[config.mk]
export PLATFORM = sky130hd
export DESIGN_NAME = dds_cmd_ctrl
export DESIGN_NICKNAME = d
export VERILOG_FILES = /design/src/rtl/dds_cmd_pkg.sv /design/src/rtl/dds_cmd_resp.sv /design/src/rtl/dds_cmd_ctrl.sv
export SDC_FILE = /design/constraint.sdc
export NUM_CORES = 1
export LEC_CHECK = 0
export BUFFER_PORTS_ARGS = -buffer_cell sky130_fd_sc_hd__buf_4
export CAP_MARGIN = 20
export CORE_AREA = 2 2 134 136
export DETAILED_ROUTE_END_ITERATION = 7
export DIE_AREA = 0 0 136 138
export PLACE_DENSITY = 0.69
export SLEW_MARGIN = 5
export SYNTH_ARGS = -nofsm -noshare
export SYNTH_HDL_FRONTEND = slang
export SYNTH_SLANG_ARGS = --single-unit
[constraint.sdc]
create_clock -name sys_clk -period 2.25 [get_ports sys_clk]
set_input_delay 0.3375 -clock sys_clk [delete_from_list [all_inputs] [get_ports sys_clk]]
set_output_delay 0.3375 -clock sys_clk [all_outputs]
set_load 0.01 [all_outputs]
[src/rtl/dds_cmd_pkg.sv]
// dds_cmd_pkg: shared constants and types for the DDS command sequencer.
//   - function codes carried in payload byte 0
//   - status codes returned to the UART transmitter
//   - cfg_addr register selects
//   - top-level sequencer state enum
//   - cfg_word(): zero-extended write data for a given register select
package dds_cmd_pkg;

   localparam logic [7:0] FN_SET_FREQ  = 8'h01;
   localparam logic [7:0] FN_SET_PHASE = 8'h02;
   localparam logic [7:0] FN_SET_AMP   = 8'h03;
   localparam logic [7:0] FN_SET_WAVE  = 8'h04;
   localparam logic [7:0] FN_SET_ALL   = 8'h05;
   localparam logic [7:0] FN_CH_ON     = 8'h10;
   localparam logic [7:0] FN_CH_OFF    = 8'h11;

   localparam logic [7:0] ST_OK     = 8'h01;
   localparam logic [7:0] ST_BAD_FN = 8'h02;
   localparam logic [7:0] ST_BAD_CH = 8'h03;
   localparam logic [7:0] ST_CRC    = 8'h04;

   localparam logic [1:0] ADDR_FREQ  = 2'd0;
   localparam logic [1:0] ADDR_PHASE = 2'd1;
   localparam logic [1:0] ADDR_AMP   = 2'd2;
   localparam logic [1:0] ADDR_WAVE  = 2'd3;

   typedef enum logic [2:0] {
      IDLE,
      DECODE,
      WRITE,
      RESP,
      WAIT_TX
   } state_t;

   function automatic logic [31:0] cfg_word(input logic [1:0]  addr,
                                            input logic [31:0] freq,
                                            input logic [15:0] phase,
                                            input logic [15:0] amp,
                                            input logic [7:0]  wave);
      logic [31:0] word;
      case (addr)
         ADDR_FREQ:  word = freq;
         ADDR_PHASE: word = {16'h0000, phase};
         ADDR_AMP:   word = {16'h0000, amp};
         default:    word = {24'h00_0000, wave};
      endcase
      return word;
   endfunction

endpackage

[src/rtl/dds_cmd_resp.sv]
// dds_cmd_resp: response handshake towards the UART transmitter.
// A go pulse launches tx_start with the status byte, then waits for tx_done.
// The wait timer is a down-counter loaded with TX_TIMEOUT-1 on every launch;
// reaching zero without tx_done abandons the response and sets sticky tx_to.
// A tx_done on the terminal-count cycle still counts as success.
// Optional build macro DDS_CMD_ECHO_EN: a second byte (the func byte captured
// at go) follows one cycle after the first tx_done, with its own timeout.
// Ports:
//   sys_clk, sys_rst_n  clock, async active-low reset
//   go                  launch a response this cycle
//   status, func        response bytes, sampled on go
//   tx_done             byte transmitted
//   tx_start, tx_data   one-cycle launch pulse and byte
//   tx_to               sticky timeout flag
//   fin                 combinational: response completes at this edge
module dds_cmd_resp #(
   parameter int TX_TIMEOUT = 50_000
) (
   input  logic       sys_clk,
   input  logic       sys_rst_n,
   input  logic       go,
   input  logic [7:0] status,
   input  logic [7:0] func,
   input  logic       tx_done,
   output logic       tx_start,
   output logic [7:0] tx_data,
   output logic       tx_to,
   output logic       fin
);

   localparam int CW = (TX_TIMEOUT > 2) ? $clog2(TX_TIMEOUT) : 1;
   localparam logic [CW-1:0] TMO_LOAD = CW'(TX_TIMEOUT - 1);

   logic          wait_q;
   logic [CW-1:0] wait_cnt;
   logic          tmo;

   assign tmo = (wait_cnt == '0);

`ifdef DDS_CMD_ECHO_EN
   logic [7:0] echo_q;
   logic       second_q;

   assign fin = wait_q && ((tx_done && second_q) || (!tx_done && tmo));

   always_ff @(posedge sys_clk or negedge sys_rst_n) begin
      if (!sys_rst_n) begin
         wait_q   <= 1'b0;
         wait_cnt <= '0;
         tx_start <= 1'b0;
         tx_data  <= 8'h00;
         tx_to    <= 1'b0;
         echo_q   <= 8'h00;
         second_q <= 1'b0;
      end else begin
         tx_start <= 1'b0;
         if (!wait_q) begin
            if (go) begin
               tx_start <= 1'b1;
               tx_data  <= status;
               echo_q   <= func;
               second_q <= 1'b0;
               wait_cnt <= TMO_LOAD;
               wait_q   <= 1'b1;
            end
         end else if (tx_done) begin
            if (second_q) begin
               wait_q <= 1'b0;
            end else begin
               tx_start <= 1'b1;
               tx_data  <= echo_q;
               second_q <= 1'b1;
               wait_cnt <= TMO_LOAD;
            end
         end else if (tmo) begin
            tx_to  <= 1'b1;
            wait_q <= 1'b0;
         end else begin
            wait_cnt <= wait_cnt - 1'b1;
         end
      end
   end
`else
   logic unused_func;
   assign unused_func = ^func;

   assign fin = wait_q && (tx_done || tmo);

   always_ff @(posedge sys_clk or negedge sys_rst_n) begin
      if (!sys_rst_n) begin
         wait_q   <= 1'b0;
         wait_cnt <= '0;
         tx_start <= 1'b0;
         tx_data  <= 8'h00;
         tx_to    <= 1'b0;
      end else begin
         tx_start <= 1'b0;
         if (!wait_q) begin
            if (go) begin
               tx_start <= 1'b1;
               tx_data  <= status;
               wait_cnt <= TMO_LOAD;
               wait_q   <= 1'b1;
            end
         end else if (tx_done) begin
            wait_q <= 1'b0;
         end else if (tmo) begin
            tx_to  <= 1'b1;
            wait_q <= 1'b0;
         end else begin
            wait_cnt <= wait_cnt - 1'b1;
         end
      end
   end
`endif

endmodule

[src/rtl/dds_cmd_ctrl.sv]
// dds_cmd_ctrl: command sequencer between the UART frame receiver and the
// DDS channel configuration registers. Latches a validated frame, decodes
// the function code, issues register writes over valid/ready, then hands a
// status byte to dds_cmd_resp. Frames arriving while busy are dropped and
// counted (saturating).
// Build macro: DDS_CMD_ECHO_EN (two-byte response: status, then func).
// Ports:
//   sys_clk, sys_rst_n          clock, async active-low reset
//   recv_done, crc_fail         frame-good / CRC-bad pulses
//   rx_byte0..rx_byte10         payload, valid with recv_done
//   cfg_valid/cfg_ready         register write handshake
//   cfg_ch, cfg_addr, cfg_wdata write target and data
//   ch_en                       per-channel output enable
//   tx_start, tx_data, tx_done  response handshake to UART transmitter
//   busy, drop_cnt, tx_to       status
//
// state   | meaning
// IDLE    | waiting for recv_done / crc_fail
// DECODE  | checking channel and function code of latched frame
// WRITE   | cfg_valid held until cfg_ready; walks addr 0..3 for SET_ALL
// RESP    | status byte being launched by dds_cmd_resp
// WAIT_TX | waiting for dds_cmd_resp to finish (tx_done or timeout)
import dds_cmd_pkg::*;

module dds_cmd_ctrl #(
   parameter int NUM_CH     = 2,
   parameter int TX_TIMEOUT = 50_000
) (
   input  logic              sys_clk,
   input  logic              sys_rst_n,
   input  logic              recv_done,
   input  logic              crc_fail,
   input  logic [7:0]        rx_byte0,
   input  logic [7:0]        rx_byte1,
   input  logic [7:0]        rx_byte2,
   input  logic [7:0]        rx_byte3,
   input  logic [7:0]        rx_byte4,
   input  logic [7:0]        rx_byte5,
   input  logic [7:0]        rx_byte6,
   input  logic [7:0]        rx_byte7,
   input  logic [7:0]        rx_byte8,
   input  logic [7:0]        rx_byte9,
   input  logic [7:0]        rx_byte10,
   output logic              cfg_valid,
   input  logic              cfg_ready,
   output logic [3:0]        cfg_ch,
   output logic [1:0]        cfg_addr,
   output logic [31:0]       cfg_wdata,
   output logic [NUM_CH-1:0] ch_en,
   output logic              tx_start,
   output logic [7:0]        tx_data,
   input  logic              tx_done,
   output logic              busy,
   output logic [7:0]        drop_cnt,
   output logic              tx_to
);

   state_t      state;
   logic [7:0]  func_q;
   logic [7:0]  ch_q;
   logic [31:0] freq_q;
   logic [15:0] phase_q;
   logic [15:0] amp_q;
   logic [7:0]  wave_q;
   logic        all_q;

   logic        ch_bad;
   logic        last_wr;
   logic        dec_wr;
   logic [1:0]  dec_addr;
   logic        resp_go;
   logic [7:0]  resp_status;
   logic [7:0]  resp_func;
   logic        resp_fin;

   assign ch_bad    = (ch_q >= 8'(NUM_CH));
   assign last_wr   = !all_q || (cfg_addr == ADDR_WAVE);
   // crc_fail responses echo 0x00 since no func byte was latched
   assign resp_func = (state == IDLE) ? 8'h00 : func_q;

   // Response launch is decided combinationally so tx_start lands on the
   // same edge the FSM leaves IDLE/DECODE/WRITE.
   always_comb begin
      dec_wr      = 1'b0;
      dec_addr    = ADDR_FREQ;
      resp_go     = 1'b0;
      resp_status = ST_OK;
      case (func_q)
         FN_SET_FREQ:  begin dec_wr = 1'b1; dec_addr = ADDR_FREQ;  end
         FN_SET_PHASE: begin dec_wr = 1'b1; dec_addr = ADDR_PHASE; end
         FN_SET_AMP:   begin dec_wr = 1'b1; dec_addr = ADDR_AMP;   end
         FN_SET_WAVE:  begin dec_wr = 1'b1; dec_addr = ADDR_WAVE;  end
         FN_SET_ALL:   begin dec_wr = 1'b1; dec_addr = ADDR_FREQ;  end
         default: ;
      endcase
      case (state)
         IDLE: begin
            if (crc_fail && !recv_done) begin
               resp_go     = 1'b1;
               resp_status = ST_CRC;
            end
         end
         DECODE: begin
            if (ch_bad) begin
               resp_go     = 1'b1;
               resp_status = ST_BAD_CH;
            end else if (func_q == FN_CH_ON || func_q == FN_CH_OFF) begin
               resp_go = 1'b1;
            end else if (!dec_wr) begin
               resp_go     = 1'b1;
               resp_status = ST_BAD_FN;
            end
         end
         WRITE: begin
            if (cfg_ready && last_wr) resp_go = 1'b1;
         end
         default: ;
      endcase
   end

   always_ff @(posedge sys_clk or negedge sys_rst_n) begin
      if (!sys_rst_n) begin
         state     <= IDLE;
         func_q    <= 8'h00;
         ch_q      <= 8'h00;
         freq_q    <= 32'h0;
         phase_q   <= 16'h0;
         amp_q     <= 16'h0;
         wave_q    <= 8'h00;
         all_q     <= 1'b0;
         cfg_valid <= 1'b0;
         cfg_ch    <= 4'h0;
         cfg_addr  <= ADDR_FREQ;
         cfg_wdata <= 32'h0;
         ch_en     <= '0;
         busy      <= 1'b0;
         drop_cnt  <= 8'h00;
      end else begin
         if ((recv_done || crc_fail) && state != IDLE && drop_cnt != 8'hFF)
            drop_cnt <= drop_cnt + 8'd1;
         case (state)
            IDLE: begin
               if (recv_done) begin
                  func_q  <= rx_byte0;
                  ch_q    <= rx_byte1;
                  freq_q  <= {rx_byte2, rx_byte3, rx_byte4, rx_byte5};
                  phase_q <= {rx_byte6, rx_byte7};
                  amp_q   <= {rx_byte8, rx_byte9};
                  wave_q  <= rx_byte10;
                  busy    <= 1'b1;
                  state   <= DECODE;
               end else if (crc_fail) begin
                  busy  <= 1'b1;
                  state <= RESP;
               end
            end
            DECODE: begin
               if (!ch_bad && dec_wr) begin
                  cfg_valid <= 1'b1;
                  cfg_ch    <= ch_q[3:0];
                  cfg_addr  <= dec_addr;
                  cfg_wdata <= cfg_word(dec_addr, freq_q, phase_q, amp_q, wave_q);
                  all_q     <= (func_q == FN_SET_ALL);
                  state     <= WRITE;
               end else begin
                  if (!ch_bad && (func_q == FN_CH_ON || func_q == FN_CH_OFF)) begin
                     for (int i = 0; i < NUM_CH; i++)
                        if (ch_q == 8'(i)) ch_en[i] <= (func_q == FN_CH_ON);
                  end
                  state <= RESP;
               end
            end
            WRITE: begin
               if (cfg_ready) begin
                  if (last_wr) begin
                     cfg_valid <= 1'b0;
                     state     <= RESP;
                  end else begin
                     cfg_addr  <= cfg_addr + 2'd1;
                     cfg_wdata <= cfg_word(cfg_addr + 2'd1, freq_q, phase_q, amp_q, wave_q);
                  end
               end
            end
            RESP, WAIT_TX: begin
               // fin can already arrive in RESP if tx_done comes back instantly
               if (resp_fin) begin
                  busy  <= 1'b0;
                  state <= IDLE;
               end else begin
                  state <= WAIT_TX;
               end
            end
            default: state <= IDLE;
         endcase
      end
   end

   dds_cmd_resp #(
      .TX_TIMEOUT (TX_TIMEOUT)
   ) u_resp (
      .sys_clk   (sys_clk),
      .sys_rst_n (sys_rst_n),
      .go        (resp_go),
      .status    (resp_status),
      .func      (resp_func),
      .tx_done   (tx_done),
      .tx_start  (tx_start),
      .tx_data   (tx_data),
      .tx_to     (tx_to),
      .fin       (resp_fin)
   );

endmodule
==> summary.txt, run 1 <==
Die
  – Num rows: 49
  – Die width: around 140 um
  – Die footprint: around 19,000 um^2
  – Num ports: roughly 150
  – Total core area: about 18,000 um^2
  – Die height: 138 um
  – Initial core utilization: a little over two fifths

Clocking
  – CTS root buf: clkbuf_16
  – CTS sink count: 164
  – CTS tree: yes
  – Num CTS Buffers: 17
  – H-tree depth: 4
  – Later-pin clock latency in the skew report: ~430 ps
  – Clk buf depth: 2
  – Clk pin slew, worst setup/hold paths: ~70 ps

Power and ir drop
  – Cell Pwr Density: 1130 nW/um^2
  – Total power draw: ~0.011 W
  – Switching Share: 33.83%
  – Internal Power: 0.007417 W
  – Net Sw Power: roughly 0.0038 W
  – Lkg Pwr: about 4.4 nW
  – Comb power frac: between 30% and 40%
  – Sequential Power Share: 43.9%
  – Worst IR Drop VDD: a little over 0.7 mV
  – Clock power share: a little under a quarter

Detailed routing
  – Number of remaining DRC errors: 0
  – Drt wl/cell: 17.57 um
  – ANT nets after route: 0
  – Post-detailed-routing wire length: around 19,000 um
  – Initial drt markers: just over 400
  – Vias: about 6,000
  – TritonRoute pass-1 iters: 8
  – Via/cell ratio: between 5 and 6

Timing
  – Actual slew at the worst max-slew pin: 573.7 ps
  – RSZ-0062 raised after global routing: no
  – Clk_skew: ~12 ps
  – Slew margin rel.: between 60 and 70%
  – # setup viols final: 0
  – Final Slew Violations: 0
  – Period utilization: between 90 and 100%
  – Min Tclk post-route: roughly 2100 ps
  – Final setup margin: 108.4 ps
  – Hold Vio Cnt, Final: 0
  – F_max: around 0.47 GHz

Place
  – Dpl cell area: slightly above 9000 um^2
  – IO buf count: 148
  – HPWL Detailed: 13,740 um
  – Worst slack at placement: -24.28 ps
  – Final GP Congestion: 0.8333

Synth
  – Synth Area per Inst: 11.44 um^2
  – Fraction of registers with async set/reset: 100.0%
  – Yosys cell types: between 50 and 60
  – Largest family of logic cells by synthesized area: simple AND/OR/NAND/NOR gates
  – Largest area contributor in the netlist: dfrtp_1
  – Post-synthesis mux area share: a little over an eighth
  – Main flop type after synthesis: dfrtp_1
  – Xor-xnor portion of the synthesized cell area: under 10%
  – Register area share after synthesis: between 50 and 60%
  – Compound-Gate Fraction of Synth Area: 12.79%
  – Mapped cell area: 7662 um^2
  – Area contributors post-synth: dfrtp_1 (54%), mux2_2 (13%), nand2_1 (2.6%), nor2_1 (2.5%), a222oi_1 (2.1%)
  – Yosys top cell area share: between 50% and 60%
  – Number of synthesized flops with an enable pin: 0
  – FF+latch count, synth: approximately 160
  – Synth warnings: 0
  – Adder-Cell Fraction of Synth Area: ~1.1%
  – Post-Synth Simple-Gate Area: roughly 14%
  – Cells after Synth: 670

Setup path
  – Crit path launch type: flip-flop
  – Crit Path Max Fanout: 8
  – Worst Path Required: 2560 ps
  – Flop-to-flop setup slack: about 110 ps
  – Worst EP arrival: ~2500 ps
  – CP Capture Type: flip-flop
  – Critical path type: flip-flop to flip-flop

GRT
  – M1 GR Usage: between 20 and 30%
  – Gr ovfl total: 0
  – Met3 usage: 6.821%
  – Largest net degree at the start of global routing: 60
  – Total track usage: approximately a fifth
  – Most used routing layer in global routing: met2
  – Met2 Use GR: 32.24%
  – Vias in the first global route: just over 6,000
  – Initial antenna violation count: 0
  – Global-route wire length before repair: ~32,000 um

Final layout
  – Area growth syn-to-layout: 29.52%
  – Finished Cell Area: slightly below 10,000 um^2
  – Fillers: between 1,500 and 2,000
  – Antenna diodes: 0
  – Final #Nets: about 950
  – Util after Layout: between 50% and 60%
  – Share of cells above drive strength 1: between 30% and 40%

Job
  – Max-Cap Viols: 0

Status
  – Outcome: complete, no violations

Min path
  – Worst hold path type: input port to flip-flop
==> cell usage after synthesis, types with 8 or more instances <==
| cell type | count |
|---|---|
| a21oi_1 | 12 |
| a221o_1 | 8 |
| a221oi_1 | 9 |
| a222oi_1 | 16 |
| a22o_1 | 17 |
| a32o_1 | 8 |
| clkbuf_1 | 28 |
| dfrtp_1 | 164 |
| inv_1 | 9 |
| mux2_2 | 87 |
| nand2_1 | 54 |
| nand2b_1 | 12 |
| nand3_1 | 11 |
| nor2_1 | 51 |
| nor3_1 | 15 |
| nor4_1 | 15 |
| o211ai_1 | 9 |
| o21ai_0 | 28 |
| or3_1 | 12 |
| xnor2_1 | 12 |
==> stage by stage <==
step / hold WS (ps) / instances / setup TNS [ps]
2_1_floorplan: 41.91 / 674 / 0
4_1_cts: 117.1 / 1085 / 0
6_report: 129.9 / 1088 / 0
3_5_place_dp: 348.3 / 1053 / -66.59
5_1_grt: 106.1 / 1088 / 0
3_3_place_gp: 349.7 / 1053 / 0
==> cell families (layout without fill, tap and decap cells) <==
logic type | count (synthesis) | after routing
buffers and inverters | 55 | 240
adder cells (fa/ha/maj) | 7 | 7
AND/OR/NAND/NOR | 211 | 211
AO/OA/AOI/OAI | 125 | 125
XOR/XNOR | 18 | 18
other | 1 | 5
multiplexers | 89 | 89
flip-flops | 164 | 164
==> layer usage <==
metal  vias up  wire length [um]
met4         0               306
met2       216              8945
met5         -                 0
met3        24              1461
li1       2814                 -
met1      2942              8399
==> state kept, by name, indices dropped and copies added, names as in the netlist, 3 cells and up <==
name,flops
ch_q,8
func_q,8
state,3
u_resp.tx_data,3
drop_cnt,8
wave_q,8
cfg_wdata,32
freq_q,32
amp_q,16
u_resp.wait_cnt,16
cfg_ch,4
phase_q,16
==> what timing repair did <==
item,in CTS,in global routing
hold buffers,1,0
endpoints found under the setup margin,8,41
gates resized for setup,1,11
endpoints found under the hold margin,55,0
setup buffers,0,3
==> cell type report <==
cell class	count	area (um^2)	share of cell area (%)
timing repair buffer	199	1567	15.78
multi-input combinational	455	3398	34.24
clock buffer	19	432.9	4.362
sequential	164	4105	41.36
clock inverter	12	97.59	0.9834
tap	229	286.5	2.887
inverter	10	37.54	0.3782
==> power by group through the flow <==
stage,registers (W),logic (W),clock network (W)
5_1_grt,0.00507,0.00397,0.00290
4_1_cts,0.00491,0.00360,0.00274
3_5_place_dp,0.00496,0.00358,0
2_1_floorplan,0.00471,0.00235,0
3_3_place_gp,0.00492,0.00347,0
6_report,0.00492,0.00360,0.00269
==> placed cells by master (no fill, tap or decap), drive strengths merged, types with 15 or more instances in the layout <==
cell and count:
nor3 15, a222oi 16, nor2 53, clkbuf 19
nand2 54, a22o 17, nor4 16, inv 17
dfrtp 164, buf 198, o21ai 29, mux2 87
==> worst paths after layout <==
check | cells past startpoint | endpoint | start
max | 6 | cfg_wdata[2] | func_q[5]
min | 2 | freq_q[8] | rx_byte4[0]
max reg2reg | 6 | cfg_wdata[2] | func_q[5]
min reg2reg | 1 | ch_en[0] | ch_q[0]
max in group asynchronous | 3 | freq_q[11] | sys_rst_n
min in group asynchronous | 2 | u_resp.tx_to | sys_rst_n
==> critical path: stages (launching register included) <==
cell     delay [ps]
dfrtp_1         380
or4_4           560
buf_4           180
or3_4           420
nor2_1          110
nor2_1           50
a221o_1         320
Note: power is estimated with default switching activity, not from simulation.
==> run 2: changes to the inputs <==
--- a/config.mk
+++ b/config.mk
@@ -7,10 +7,9 @@
 export LEC_CHECK = 0
 export BUFFER_PORTS_ARGS = -buffer_cell sky130_fd_sc_hd__buf_4
 export CAP_MARGIN = 20
-export CORE_AREA = 2 2 134 136
+export CORE_AREA = 2 2 142 144
 export DETAILED_ROUTE_END_ITERATION = 7
-export DIE_AREA = 0 0 136 138
-export PLACE_DENSITY = 0.69
+export DIE_AREA = 0 0 144 146
 export SLEW_MARGIN = 5
 export SYNTH_ARGS = -nofsm -noshare
 export SYNTH_HDL_FRONTEND = slang
==> run 2 against run 1 <==
  * Sequential power barely moved
  * Setup slack lost 44 ps
  * Total power rose by 2.7%
  * Clock-buffer cell count fell by 2
  * Design area grew 1.2%
  * Critical endpoint is now u_resp.wait_cnt[13]
  * Combinational power is essentially flat
  * Final cell count rose by 2.8%
  * Highest routed layer unchanged
==> summary.txt, run 2 (same netlist as run 1, synthesis figures left out) <==
GRT
  – Initial antenna violation count: 0 (unchanged)
  – Global-route wire length before repair: 31,600 um (+0.22%)
  – Total track usage: 19.13% (-2.1 points)
  – Vias in the first global route: 6,104 (+0.44%)
  – Gr ovfl total: 0 (unchanged)
  – Largest net degree at the start of global routing: 59 (-1.7%)

Die
  – Num ports: 154 (unchanged)
  – Num rows: 51 (+4.1%)
  – Die footprint: 21,020 um^2 (+12%)
  – Initial core utilization: 39.63% (-4.1 points)
  – Die height: 146 um (+5.8%)
  – Total core area: 19,330 um^2 (+10%)
  – Die width: 144 um (+5.9%)

Final layout
  – Largest registers: cfg_wdata: 32 flops, freq_q: 32 flops
  – Area growth syn-to-layout: 31.07%
  – Final #Nets: 942 (-0.63%)
  – Antenna diodes: 0 (unchanged)
  – Commonest non-fill, non-tap cell in the layout: buf_4
  – Share of cells above drive strength 1: 40.16% (+0.35 points)
  – Most frequent cells in the layout: buf_4 (184), dfrtp_1 (164), mux2_2 (87)
  – Finished Cell Area: 10,040 um^2 (+1.2%)

Clocking
  – Clk pin slew, worst setup/hold paths: 70 ps (about the same)
  – CTS sink count: 164 (unchanged)
  – CTS root buf: clkbuf_16
  – Later-pin clock latency in the skew report: 420 ps (about the same)
  – Clk buf depth: 2 (unchanged)
  – Num CTS Buffers: 17 (unchanged)
  – H-tree depth: 4 (unchanged)
  – CTS tree: yes

Setup path
  – Critical path type: flip-flop to flip-flop
  – RR Startpoint: u_resp.wait_cnt[2]
  – Flop-to-flop setup slack: 60 ps (-40 ps)
  – Worst EP arrival: 2490 ps (+40 ps)
  – Reg-to-reg endpoint: u_resp.wait_cnt[13]
  – CP Capture Type: flip-flop
  – Crit Path Max Fanout: 8 (unchanged)
  – Worst R2R Path Depth: 5 (-1)
  – Worst Path Required: 2550 ps (about the same)
  – Crit path launch type: flip-flop

Timing
  – # setup viols final: 0 (unchanged)
  – Slew margin rel.: 47.24% (-15 points)
  – Min Tclk post-route: 2186 ps (+44.30 ps)
  – Hold Vio Cnt, Final: 0 (unchanged)
  – F_max: 0.4575 GHz (-2.0%)
  – Final Slew Violations: 0 (unchanged)
  – Hold Worst Slack: 140.6 ps (+10.69 ps)
  – Period utilization: 97.15% (+2.0 points)
  – Clk_skew: 17.07 ps (+4.899 ps)
  – Actual slew at the worst max-slew pin: 786.1 ps (+212.4 ps)
  – RSZ-0062 raised after global routing: yes

Power and ir drop
  – Lkg Pwr: 4.430 nW (+0.25%)
  – Total power draw: 0.01152 W (+2.7%)
  – Cell Pwr Density: 1147 nW/um^2 (+1.5%)
  – Worst IR Drop VDD: 0.5914 mV (-17%)

Place
  – IO buf count: 148 (unchanged)
  – Dpl cell area: 9325 um^2 (+0.20%)
  – Final GP Congestion: 0.8277 (-0.67%)
  – HPWL Detailed: 14,000 um (+1.9%)

Detailed routing
  – Met3 routed WL: 1252 um (-14%)
  – ANT nets after route: 0 (unchanged)
  – Drt wl/cell: 17.78 um (+1.2%)
  – TritonRoute pass-1 iters: 7 (-1)
  – Post-detailed-routing wire length: 19,890 um (+4.1%)
  – Met2 WL post-DR: 9539 um (+6.6%)
  – Via/cell ratio: 5.373 (-2.5%)
  – Number of remaining DRC errors: 0 (unchanged)
  – Top Layer Used: met4
  – Initial drt markers: 512 (+25%)
  – Metal-1 WL: 8772 um (+4.4%)
  – Vias: 6,012 (+0.27%)

Status
  – Outcome: complete, no violations

Min path
  – Worst hold path type: input port to flip-flop
  – HP Start: rx_byte1[2]
  – Hold Path End: ch_q[2]
  – WHS Path Cells: 2 (unchanged)

Job
  – Max-Cap Viols: 0 (unchanged)
-- run 2: cell types whose count changed in the layout (fill, tap and decap cells not counted), moves of 2 or more --
cell,change
buf_4,-7
nor4_1,-5
nor4_2,+3
bufinv_16,+2
clkbuf_1,-2
clkinvlp_4,-2
ha_1,-2
ha_2,+2
nor4_4,+2
-- run 2: through the flow --
step | cells | setup TNS (ps) | worst slack [ps] | util (%)
after floorplan | 674 | 0 | 55.20 | -
after global placement | 1083 | 0 | 11.23 | 48.23
after detailed placement | 1083 | -608.3 | -44.40 | 48.23
after CTS | 1116 | 0 | 12.27 | 51.42
after global routing | 1119 | -59.62 | -29.59 | 51.94
final | 1119 | 0 | 64.10 | 51.94
-- run 2: worst max path at each step --
stage | startpoint | endpoint | slack (ps) | cells after the start
finish | u_resp.wait_cnt[2] | u_resp.wait_cnt[13] | 60 | 5
detailed placement | func_q[5] | cfg_wdata[25] | -40 | 5
floorplan | func_q[1] | cfg_wdata[21] | 60 | 7
CTS | u_resp.wait_cnt[2] | u_resp.wait_cnt[13] | 10 | 5
global route | func_q[1] | ch_en[0] | -30 | 6
global placement | func_q[5] | cfg_wdata[3] | 10 | 5
-- run 2: worst max-delay path, stage by stage (launching register included) --
cell     delay (ps)
dfrtp_1         450
or4_1           590
or4_1           470
nor4b_2         340
xnor2_1         160
nor2_1           60
-- run 2: final cells by class --
| class | instances | area (um^2) |
|---|---|---|
| well taps | 265 | 331.6 |
| clock inverters | 15 | 167.7 |
| repair buffers | 193 | 1534 |
| fillers | 1698 | 9291 |
| multi-input cells | 455 | 3443 |
| flip-flops and latches | 164 | 4104 |
| clock buffers | 17 | 425.4 |
| inverters | 10 | 37.54 |
-- run 2: where the power goes --
part / switching (W) / internal [W] / total, W
clock network: 0.00127 / 0.00167 / 0.00294
logic: 0.00164 / 0.00198 / 0.00362
registers: 0.000939 / 0.00401 / 0.00495
total: 0.00385 / 0.00766 / 0.0115
-- run 2: timing repair --
item / CTS / global route
pin swaps: 0 / 1
buffers inserted: 0 / 3
endpoints found under the setup margin: 20 / 25
hold buffers: 1 / 0
hold endpoints to repair: 54 / 0
resized for setup: 3 / 14
-- run 2: metal layers --
| metal | global-route usage [%] | vias to the layer above |
|---|---|---|
| met2 | 29.26 | 201 |
| li1 | - | 2805 |
| met1 | 26.07 | 2985 |
| met5 | 0 | - |
| met4 | 6.961 | 0 |
| met3 | 5.199 | 21 |
==> run 3: changes to the inputs <==
--- a/config.mk
+++ b/config.mk
@@ -10,6 +10,7 @@
 export CORE_AREA = 2 2 142 144
 export DETAILED_ROUTE_END_ITERATION = 7
 export DIE_AREA = 0 0 144 146
+export PLACE_DENSITY = 0.67
 export SLEW_MARGIN = 5
 export SYNTH_ARGS = -nofsm -noshare
 export SYNTH_HDL_FRONTEND = slang
==> run 3 against run 2 <==
  * Clock power increased by 5%
  * Clock skew shrank 1.3 ps
  * Non-clock buffer count is 1 lower
  * Combinational power is 3% lower
  * Core utilization barely moved
  * Critical path depth increased by 2
  * Global-route usage is 0.47 points lower
  * Critical endpoint is now ch_en[0]
  * Largest cell class unchanged
  * Highest routed layer unchanged
==> summary.txt, run 3 (same netlist as run 1, synthesis figures left out) <==
Power and ir drop
  – Comb power frac: 30.6% (-0.9 points)
  – Worst IR Drop VDD: 0.6498 mV (+9.9%)
  – Net Sw Power: 0.003661 W (-5.0%)
  – Internal Power: 0.007862 W (+2.6%)
  – Clock power share: 26.9% (+1.4 points)
  – Switching Share: 31.77% (-1.7 points)
  – Lkg Pwr: 4.438 nW (+0.19%)
  – Sequential Power Share: 42.5% (-0.5 points)
  – Cell Pwr Density: 1147 nW/um^2 (about the same)

Die
  – Num rows: 51 (unchanged)
  – Die width: 144 um (unchanged)
  – Total core area: 19,330 um^2 (unchanged)
  – Initial core utilization: 39.63% (unchanged)
  – Num ports: 154 (unchanged)
  – Die height: 146 um (unchanged)
  – Die footprint: 21,020 um^2 (unchanged)

GRT
  – Largest net degree at the start of global routing: 65 (+10%)
  – Initial antenna violation count: 0 (unchanged)
  – Vias in the first global route: 5,760 (-5.6%)
  – Gr ovfl total: 0 (unchanged)
  – Total track usage: 18.66% (-0.47 points)
  – Global-route wire length before repair: 30,710 um (-2.8%)

Detailed routing
  – TritonRoute pass-1 iters: 5 (-2)
  – Number of remaining DRC errors: 0 (unchanged)
  – Via/cell ratio: 5.318 (-1.0%)
  – Vias: 5,945 (-1.1%)
  – Drt wl/cell: 17.26 um (-2.9%)
  – ANT nets after route: 0 (unchanged)
  – Initial drt markers: 517 (+0.98%)
  – Post-detailed-routing wire length: 19,300 um (-3.0%)

Clocking
  – Later-pin clock latency in the skew report: 430 ps (about the same)
  – Clk buf depth: 2 (unchanged)
  – CTS sink count: 164 (unchanged)
  – CTS tree: yes
  – H-tree depth: 4 (unchanged)
  – Num CTS Buffers: 17 (unchanged)
  – Clk pin slew, worst setup/hold paths: 70 ps (about the same)
  – CTS root buf: clkbuf_16

Final layout
  – Share of cells above drive strength 1: 39.98% (-0.19 points)
  – Most frequent cells in the layout: buf_4 (184), dfrtp_1 (164), mux2_2 (87)
  – Antenna diodes: 0 (unchanged)
  – Final #Nets: 941 (-0.11%)
  – Sequential Area: 4104 um^2 (unchanged)
  – Largest registers: cfg_wdata: 32 flops, freq_q: 32 flops
  – Area of the multi-input gates: 3411 um^2 (-0.94%)
  – Commonest non-fill, non-tap cell in the layout: buf_4
  – Finished Layout Cells: 1,118 (-0.089%)
  – Fillers: 1,741 (+2.5%)
  – Area growth syn-to-layout: 31.11% (about the same)

Timing
  – Period utilization: 96.09% (-1.1 points)
  – RSZ-0062 raised after global routing: no
  – Slew margin rel.: 65.30% (+18 points)
  – Setup TNS: 0 ps (unchanged)
  – # setup viols final: 0 (unchanged)
  – Clk_skew: 15.73 ps (-1.344 ps)
  – Actual slew at the worst max-slew pin: 520.5 ps (-265.7 ps)
  – Min Tclk post-route: 2162 ps (-23.83 ps)
  – Final Slew Violations: 0 (unchanged)
  – F_max: 0.4625 GHz (+1.1%)
  – Hold Vio Cnt, Final: 0 (unchanged)

Place
  – Final GP Congestion: 0.8172 (-1.3%)
  – HPWL Detailed: 13,380 um (-4.5%)
  – DP Cell Count: 1,085 (+0.18%)
  – IO buf count: 148 (unchanged)

Setup path
  – Crit Path Max Fanout: 8 (unchanged)
  – Critical path type: flip-flop to flip-flop
  – RR Startpoint: func_q[1]
  – Critical path origin: func_q[1]
  – Worst R2R Path Depth: 7 (+2)
  – Worst EP arrival: 2460 ps (-30 ps)
  – Worst Path Required: 2550 ps (about the same)
  – Crit path launch type: flip-flop
  – Reg-to-reg endpoint: ch_en[0]
  – Flop-to-flop setup slack: 90 ps (+20 ps)
  – CP Capture Type: flip-flop

Status
  – Outcome: complete, no violations

Min path
  – HP Start: rx_byte2[2]
  – Worst hold path type: input port to flip-flop
  – Hold Path End: freq_q[26]
  – WHS Path Cells: 2 (unchanged)

Job
  – Max-Cap Viols: 0 (unchanged)
-- run 3: cell count changes in the layout (fill, tap and decap cells not counted), sizes merged --
cell      delta
clkinvlp     +1
bufinv       +1
clkbuf       +5
buf          -1
inv          -7
-- run 3: metal layers --
layer / track usage, % / routed length (um) / vias up
li1: - / - / 2799
met1: 25.65 / 8475 / 2953
met2: 28.24 / 9158 / 179
met3: 6.088 / 1451 / 14
met4: 5.392 / 214 / 0
met5: 0 / 0 / -
-- run 3: area by class of cell --
| cell class | count | area share, % |
|---|---|---|
| timing repair buffer | 192 | 15.16 |
| inverter | 10 | 0.3736 |
| sequential | 164 | 40.85 |
| clock buffer | 22 | 4.920 |
| clock inverter | 10 | 1.445 |
| multi-input combinational | 455 | 33.95 |
| tap | 265 | 3.301 |
-- run 3: how the worst max path moves through the flow --
stage	end	cells past startpoint	slack, ps
floorplan	cfg_wdata[21]	7	60
global placement	cfg_wdata[6]	5	10
detailed placement	cfg_wdata[13]	6	-40
CTS	cfg_wdata[13]	5	40
global route	cfg_wdata[13]	5	20
finish	ch_en[0]	7	90
-- run 3: worst max-delay path, cell delays in order, from the launching register on --
cell and delay [ps]:
dfrtp_1 380, buf_4 170, or4b_2 660, nor4_1 240
buf_4 180, nand2_1 120, o21ai_0 190, o31ai_1 90
-- run 3: repair_timing --
action                                  4_1_cts  5_1_grt
hold endpoints to repair                     48        0
endpoints found under the setup margin       14       40
resized for setup                             2       11
setup buffers                                 0        0
gates cloned                                  0        0
hold buffers                                  1        0
-- run 3: power by group through the flow --
stage / combinational [W] / sequential (W) / clock [W]
final: 0.00352 / 0.00489 / 0.00310
after global routing: 0.00390 / 0.00504 / 0.00331
after CTS: 0.00354 / 0.00489 / 0.00317
after detailed placement: 0.00351 / 0.00493 / 0
after global placement: 0.00343 / 0.00491 / 0
after floorplan: 0.00235 / 0.00471 / 0
-- run 3: metrics by stage --
stage / worst slack, ps / hold WS [ps] / util, % / total power, W / cell area (um^2)
floorplan: 55.20 / 41.91 / - / 0.007056 / 7684
global placement: 12.47 / 328.8 / 48.28 / 0.008342 / 9334
detailed placement: -35.11 / 333.4 / 48.28 / 0.008443 / 9334
CTS: 42.14 / 122.5 / 51.68 / 0.01159 / 9992
global route: 17.26 / 121.1 / 51.96 / 0.01225 / 10050
finish: 87.93 / 140.2 / 51.96 / 0.01152 / 10050
